`config.mk`:
```
export PLATFORM = sky130hd
export DESIGN_NAME = instr_fetch_unit_flat
export DESIGN_NICKNAME = d
export VERILOG_FILES = /design/src/rtl/instr_fetch_unit_if.sv /design/src/rtl/instr_fetch_unit.sv /design/src/flat_wrapper.sv
export SDC_FILE = /design/constraint.sdc
export NUM_CORES = 1
export LEC_CHECK = 0
export CAP_MARGIN = 20
export CORE_ASPECT_RATIO = 0.8
export CORE_MARGIN = 2
export CORE_UTILIZATION = 48
export DETAILED_ROUTE_END_ITERATION = 12
export PLACE_DENSITY = 0.9
export SLEW_MARGIN = 20
export SYNTH_ARGS = -nofsm -noshare
export SYNTH_HDL_FRONTEND = slang
export SYNTH_SLANG_ARGS = --single-unit
```
`constraint.sdc`:
```
create_clock -name i_clk -period 5.2 [get_ports i_clk]
set_input_delay 1.04 -clock i_clk [delete_from_list [all_inputs] [get_ports i_clk]]
set_output_delay 1.04 -clock i_clk [all_outputs]
set_load 0.05 [all_outputs]
```
`src/rtl/instr_fetch_unit_if.sv`:
```
// Fetch-side bus: instruction memory port plus the decode-facing instruction stream.
// Signal prefixes describe direction as seen from the fetch unit.
interface instr_fetch_unit_if #(
  parameter int ADDR_W = 6,
  parameter int DATA_W = 32
);
  logic [ADDR_W-1:0] o_address;
  logic [DATA_W-1:0] i_read_data;
  logic              i_redirect;
  logic [ADDR_W-1:0] i_redirect_target;
  logic              i_instr_ready;
  logic              o_instr_valid;
  logic [DATA_W-1:0] o_instr;
  logic [ADDR_W-1:0] o_instr_pc;

  modport master (
    output o_address,
    input  i_read_data,
    input  i_redirect,
    input  i_redirect_target,
    input  i_instr_ready,
    output o_instr_valid,
    output o_instr,
    output o_instr_pc
  );

  modport slave (
    input  o_address,
    output i_read_data,
    output i_redirect,
    output i_redirect_target,
    output i_instr_ready,
    input  o_instr_valid,
    input  o_instr,
    input  o_instr_pc
  );
endinterface

```
`src/rtl/instr_fetch_unit.sv`:
```
// Instruction fetch unit: PC register feeding a small {instr, pc} FIFO toward decode.
// Redirect flushes the FIFO and reloads the PC; reset overrides everything.
module instr_fetch_unit #(
  parameter int ADDR_W = 6,
  parameter int DATA_W = 32,
  parameter int DEPTH  = 2
) (
  input  logic               i_clk,
  input  logic               i_rst,
  instr_fetch_unit_if.master io_bus
);
  localparam int PTR_W = (DEPTH > 1) ? $clog2(DEPTH) : 1;
  localparam int CNT_W = $clog2(DEPTH + 1);
  localparam logic [CNT_W-1:0] FULL = CNT_W'(DEPTH);

  logic [ADDR_W-1:0] r_pc;
  logic [PTR_W-1:0]  r_wr_ptr;
  logic [PTR_W-1:0]  r_rd_ptr;
  logic [CNT_W-1:0]  r_count;
  logic [DATA_W-1:0] r_fifo_instr [DEPTH];
  logic [ADDR_W-1:0] r_fifo_pc    [DEPTH];

  logic w_valid;
  logic w_deq;
  logic w_fetch;

  assign w_valid = (r_count != '0);
  assign w_deq   = w_valid & io_bus.i_instr_ready;
  // A full buffer can still accept a fetch when the head leaves on the same edge.
  assign w_fetch = ~io_bus.i_redirect & ((r_count < FULL) | w_deq);

  assign io_bus.o_address     = r_pc;
  assign io_bus.o_instr_valid = w_valid;
  assign io_bus.o_instr       = w_valid ? r_fifo_instr[r_rd_ptr] : '0;
  assign io_bus.o_instr_pc    = w_valid ? r_fifo_pc[r_rd_ptr]    : '0;

  always_ff @(posedge i_clk) begin
    if (i_rst) begin
      r_pc     <= '0;
      r_wr_ptr <= '0;
      r_rd_ptr <= '0;
      r_count  <= '0;
    end else if (io_bus.i_redirect) begin
      r_pc     <= io_bus.i_redirect_target;
      r_wr_ptr <= '0;
      r_rd_ptr <= '0;
      r_count  <= '0;
    end else begin
      if (w_fetch) begin
        r_pc     <= r_pc + ADDR_W'(1);
        r_wr_ptr <= r_wr_ptr + PTR_W'(1);
      end
      if (w_deq) r_rd_ptr <= r_rd_ptr + PTR_W'(1);
      unique case ({w_fetch, w_deq})
        2'b10:   r_count <= r_count + CNT_W'(1);
        2'b01:   r_count <= r_count - CNT_W'(1);
        default: r_count <= r_count;
      endcase
    end
  end

  // Storage needs no reset: entries are only visible while counted valid.
  always_ff @(posedge i_clk) begin
    if (!i_rst && w_fetch) begin
      r_fifo_instr[r_wr_ptr] <= io_bus.i_read_data;
      r_fifo_pc[r_wr_ptr]    <= r_pc;
    end
  end
endmodule

```
`src/flat_wrapper.sv`:
```
// flat-port wrapper written by rule: the top's interface ports become plain ports
module instr_fetch_unit_flat 
#(
  parameter int ADDR_W = 6,
  parameter int DATA_W = 32,
  parameter int DEPTH  = 2
)
  (i_clk, i_rst, io_bus_o_address, io_bus_i_read_data, io_bus_i_redirect, io_bus_i_redirect_target, io_bus_i_instr_ready, io_bus_o_instr_valid, io_bus_o_instr, io_bus_o_instr_pc);
  instr_fetch_unit_if #(.ADDR_W(ADDR_W), .DATA_W(DATA_W)) io_bus_i ();
  input  logic i_clk;
  input  logic i_rst;
  output wire logic [$bits(io_bus_i.o_address)-1:0] io_bus_o_address;
  input wire logic [$bits(io_bus_i.i_read_data)-1:0] io_bus_i_read_data;
  input wire logic [$bits(io_bus_i.i_redirect)-1:0] io_bus_i_redirect;
  input wire logic [$bits(io_bus_i.i_redirect_target)-1:0] io_bus_i_redirect_target;
  input wire logic [$bits(io_bus_i.i_instr_ready)-1:0] io_bus_i_instr_ready;
  output wire logic [$bits(io_bus_i.o_instr_valid)-1:0] io_bus_o_instr_valid;
  output wire logic [$bits(io_bus_i.o_instr)-1:0] io_bus_o_instr;
  output wire logic [$bits(io_bus_i.o_instr_pc)-1:0] io_bus_o_instr_pc;
  assign io_bus_o_address = io_bus_i.o_address;
  assign io_bus_i.i_read_data = io_bus_i_read_data;
  assign io_bus_i.i_redirect = io_bus_i_redirect;
  assign io_bus_i.i_redirect_target = io_bus_i_redirect_target;
  assign io_bus_i.i_instr_ready = io_bus_i_instr_ready;
  assign io_bus_o_instr_valid = io_bus_i.o_instr_valid;
  assign io_bus_o_instr = io_bus_i.o_instr;
  assign io_bus_o_instr_pc = io_bus_i.o_instr_pc;
  instr_fetch_unit #(.ADDR_W(ADDR_W), .DATA_W(DATA_W), .DEPTH(DEPTH)) u_core (.i_clk(i_clk), .i_rst(i_rst), .io_bus(io_bus_i));
endmodule
```
[Word level (Yosys, flattened, before mapping)]
Memory sizes are Yosys's and may differ from the RTL's. A register that Yosys moved wholly into a read port is not among the register bits.
Cells that the tools add are included.
Cells by class
  add/subtract/negate cells: 5
  magnitude comparators: 1
  equality and inequality tests: 2
  mux-type cells: 11
  bitwise gates (word level): 4
  reduce and logical (&&, ||, !) cells: 6
Operators by type and width (count)
  $mux 32: 1
  $mux 6: 3
  $add 6x1->6 const B: 1
  $mux 1: 6
  $reduce_bool 2->1: 3
  $pmux 2 s2: 1
  $add 1x1->1 const B: 2
  $add 2x1->2 const B: 1
  $and 1x1->1: 2
  $eq 2x1->1 const B: 1
  $eq 2x2->1 const B: 1
  $lt 2x2->1 const B: 1
  $reduce_or 2->1: 1
  $sub 2x1->2 const B: 1
  $logic_and 1x1->1: 1
  $logic_not 1->1: 1
  $not 1->1: 1
  $or 1x1->1: 1
Storage, ports and cells
  flip-flop bits (word level): 10
  memory bits (writable): 76
  logic and storage cells: 35
  memories kept: 2
Memories
  u_core.r_fifo_instr: words 2, width 32, rd ports 1, clocked after Yosys merged registers in 1, write ports 1, RTL line instr_fetch_unit.sv:20  | logic [DATA_W-1:0] r_fifo_instr [DEPTH];
  u_core.r_fifo_pc: words 2, width 6, rd ports 1, clocked after Yosys merged registers in 1, write ports 1, RTL line instr_fetch_unit.sv:21  | logic [ADDR_W-1:0] r_fifo_pc [DEPTH];

[Logic depth before layout (Yosys ltp)]
  word-level depth: 7
  gate-level depth with buffers: 8
  mapped depth without buffers: 8

[Least setup slack after synthesis]
No wires, ideal clock.
  path type: input to register
  start: in io_bus_i_redirect
  end: mem u_core.r_fifo_instr[1][0] (enable)
  library setup time: 489 ps
  arrival: 4199 ps
  path slack: 511 ps
  stages on the path: 4
  path through: inv_2 -> buf_2 -> nand2_1 -> nor3b_1
Between the ends
  cells in the longest elaborated chain, start to end: 5
RTL lines
  from (decl): RTL line flat_wrapper.sv:14  | input wire logic [$bits(io_bus_i.i_redirect)-1:0] io_bus_i_redirect;
  $not 1->1: RTL line instr_fetch_unit.sv:30  | assign w_fetch = ~io_bus.i_redirect & ((r_count < FULL) | w_deq);
  $and 1x1->1: RTL line instr_fetch_unit.sv:30
  $logic_and 1x1->1: RTL line instr_fetch_unit.sv:64  | if (!i_rst && w_fetch) begin
  $mux 1: RTL line instr_fetch_unit.sv:64
  $mux 1 (implied by the code): RTL line instr_fetch_unit.sv:65  | r_fifo_instr[r_wr_ptr] <= io_bus.i_read_data;
  to (decl): RTL line instr_fetch_unit.sv:20
No other way between the ends.

[Final worst setup path]
  start: reg u_core.r_count[1]
  end: out io_bus_o_instr[29]
Between the ends
  cells in the longest elaborated chain, start to end: 2
RTL lines
  from (decl): RTL line instr_fetch_unit.sv:19  | logic [CNT_W-1:0] r_count;
  from (signal assigned): RTL line instr_fetch_unit.sv:55  | 2'b10: r_count <= r_count + CNT_W'(1);
  from (signal assigned): RTL line instr_fetch_unit.sv:56  | 2'b01: r_count <= r_count - CNT_W'(1);
  from (signal assigned): RTL line instr_fetch_unit.sv:57  | default: r_count <= r_count;
  $reduce_bool 2->1: RTL line instr_fetch_unit.sv:27  | assign w_valid = (r_count != '0);
  $mux 32: RTL line instr_fetch_unit.sv:34  | assign io_bus.o_instr = w_valid ? r_fifo_instr[r_rd_ptr] : '0;
  to (decl): RTL line flat_wrapper.sv:18  | output wire logic [$bits(io_bus_i.o_instr)-1:0] io_bus_o_instr;
No other way between the ends.

==> results.json <==
{
  "gp_congestion": 0.754,
  "synthMostInstantiatedCell": "edfxtp_1",
  "drive_gt1_share_pct": 8.60,
  "grt_max_degree": 40,
  "floorplan.rows": 27,
  "crit_fanout": 39,
  "syn_to_final_growth_pct": 33.9,
  "cts.sinks": 87,
  "hpwl_um": 4150,
  "grt_pass1_wl_um": 9840,
  "vdd_drop_max_uv": 233,
  "drt-pass1-iter-count": 4,
  "finalCritPeriodShare_pct": 65.1,
  "fmax_mhz": 295,
  "synth_fp_nets": 264,
  "power_density_nw_per_um2": 323,
  "power.clock.fraction_pct": 31.0,
  "fp.dieH_um": 79.2,
  "finalHoldViolCount": 0,
  "fill_cells": 487,
  "drc": 0,
  "antenna_found_initial": 0,
  "yosysTopAreaCell": "edfxtp_1",
  "avgRoutedWirePerCell_um": 15.4,
  "power_frac_comb_pct": 14.3,
  "vias_per_cell": 5.04,
  "syn_avg_cell_area_um2": 15.4,
  "min_path_cells": 0,
  "setup.worst_path.end_class": "output pin",
  "p_sw_mw": 0.373,
  "internal_power_mw": 1.09,
  "cts_max_level": 3,
  "required_ps": 4160,
  "reg2regPathDepth": 7,
  "p_leak_nw": 1.45,
  "hp-class": "flop to flop",
  "hold_buffers": 0,
  "cts_tree": "yes",
  "synth-seq-cells": 87,
  "maxCapViolCount": 0,
  "clk_pin_slew_ps": 80,
  "dieArea_um2": 7760,
  "post-route-util_pct": 66.3,
  "insertedDiodeCount": 0,
  "yosysUniqueCellTypes": 25,
  "total_power_mw": 1.47,
  "netlist_top_cells_count": "edfxtp_1 (76), nor2_1 (46), mux2i_1 (39)",
  "start_util_pct": 49.5,
  "critical_path_class": "flop to output pin",
  "nets": 353,
  "syn_area_um2": 3390,
  "slew_headroom_pct": 41.6,
  "clock_latency_ps": 350,
  "pwr-share-seq_pct": 54.7,
  "min_period_ps": 3380,
  "fin_setup_tns_ps": 0,
  "grt_usage_pct": 16.6,
  "core_um2": 6860,
  "finClkSkew_ps": 6.57,
  "ys_warn_count": 0,
  "io_buffers": 86,
  "ios": 87,
  "grt_pass1_vias": 2024,
  "drtAntennaViolNets": 0,
  "overflow": 0,
  "post_cts_resized": 0,
  "synth.top_cells.by_area": "edfxtp_1 (67%), mux2i_1 (12%), dfxtp_1 (6.5%), nor2_1 (5.1%), xnor2_1 (1.5%)",
  "synth_top_area_share_pct": 67.3,
  "wirelength_um": 6170,
  "setup_viol": 0,
  "ys_async_sr_fraction_pct": 0,
  "netlist_instances": 220,
  "sw_frac_of_total_pct": 25.5,
  "num_vias": 2022,
  "root_buffer": "clkbuf_8",
  "yosysSeqAreaShare_pct": 73.7,
  "critical_path_arrival_ps": 2340,
  "synth_flop_cell": "edfxtp_1",
  "status": "finished, final reports clean",
  "first_iter_violations": 117,
  "clockBufferDepth": 2,
  "dieWidth_um": 98.0,
  "drv_slew": 0,
  "worstMarginPinSlew_ps": 874,
  "numCtsBuffers": 9,
  "synth_edf_count": 76,
  "cts_setup_buffers": 0,
  "critPathLaunchType": "flop",
  "grt_setup_unrepaired": "no"
}
## cell families (layout without fill, tap and decap cells)
kind of cell / Yosys count / in the layout / synth area share (%)
adder cells (fa/ha/maj): 2 / 2 / 0.737
AND/OR/NAND/NOR: 65 / 65 / 8.41
AO/OA/AOI/OAI: 6 / 6 / 1.51
buffers and inverters: 12 / 106 / 1.77
XOR/XNOR: 9 / 9 / 2.32
flip-flops: 87 / 87 / 73.7
multiplexers: 39 / 39 / 11.5
## routing by layer
metal	vias to the layer above	global-route usage (%)	share of wire, %
met4	0	3.75	0.52
met5	-	0	0
met2	61	27.7	51
met3	5	5.63	5.2
met1	975	21.2	43
li1	981	-	-
## registers in the layout, summed over array words and instances, names as in the netlist, named ones only
register / cells
u_core.r_rd_ptr: 1
u_core.r_wr_ptr: 1
u_core.io_bus.o_address: 6
u_core.r_fifo_instr: 64
u_core.r_count: 2
u_core.r_fifo_pc: 12
## per-stage QoR
step	instances	hold WS, ps	setup WS [ps]	cell area, um2
2_1_floorplan	220	520	511	3390
3_3_place_gp	385	524	1860	4340
3_5_place_dp	385	530	1820	4340
4_1_cts	401	544	1420	4540
5_1_grt	401	558	1640	4540
6_report	401	541	1820	4540
## area by class of cell
type / instances / area, um2 / share of cell area, %
Sequential cell: 87 / 2510 / 55.1
Multi-Input combinational cell: 121 / 848 / 18.7
Clock buffer: 10 / 128 / 2.81
Clock inverter: 6 / 70.1 / 1.54
Timing Repair Buffer: 88 / 876 / 19.3
Inverter: 2 / 7.51 / 0.165
Tap cell: 87 / 109 / 2.40
## placed cells by master, fill, tap and decap left out, types with 2 or more instances in the layout
cell and n:
ha_1 2, nor3_2 2, dfxtp_1 10, inv_2 2, mux2i_1 39, xor2_1 3
clkbuf_8 9, buf_4 2, clkinvlp_4 3, clkdlybuf4s50_1 86, a211oi_1 3, edfxtp_1 76
nor3_1 5, nor2_1 45, xnor2_1 6, nand2_1 5
## path summary, 6_finish.rpt
check / startpoint / end / slack (ps)
max: u_core.r_count[1] / io_bus_o_instr[29] / 1820
min reg2reg: u_core.io_bus.o_address[5] / u_core.r_fifo_pc[0][5] / 540
max reg2reg: u_core.r_count[1] / u_core.r_count[1] / 3070
min: u_core.io_bus.o_address[5] / u_core.r_fifo_pc[0][5] / 540
## critical path: stages, from the launching register on
cell and delay (ps):
dfxtp_1 380, nor2_4 710, nor2_1 150, clkdlybuf4s50_1 740
## power groups by stage
stage	Clock [mW]	Sequential, mW	Combinational, mW
3_3_place_gp	0	0.817	0.209
4_1_cts	0.467	0.803	0.212
2_1_floorplan	0	0.825	0.115
6_report	0.454	0.802	0.210
5_1_grt	0.497	0.805	0.223
3_5_place_dp	0	0.819	0.212
Note: power is estimated with default switching activity, not from simulation.
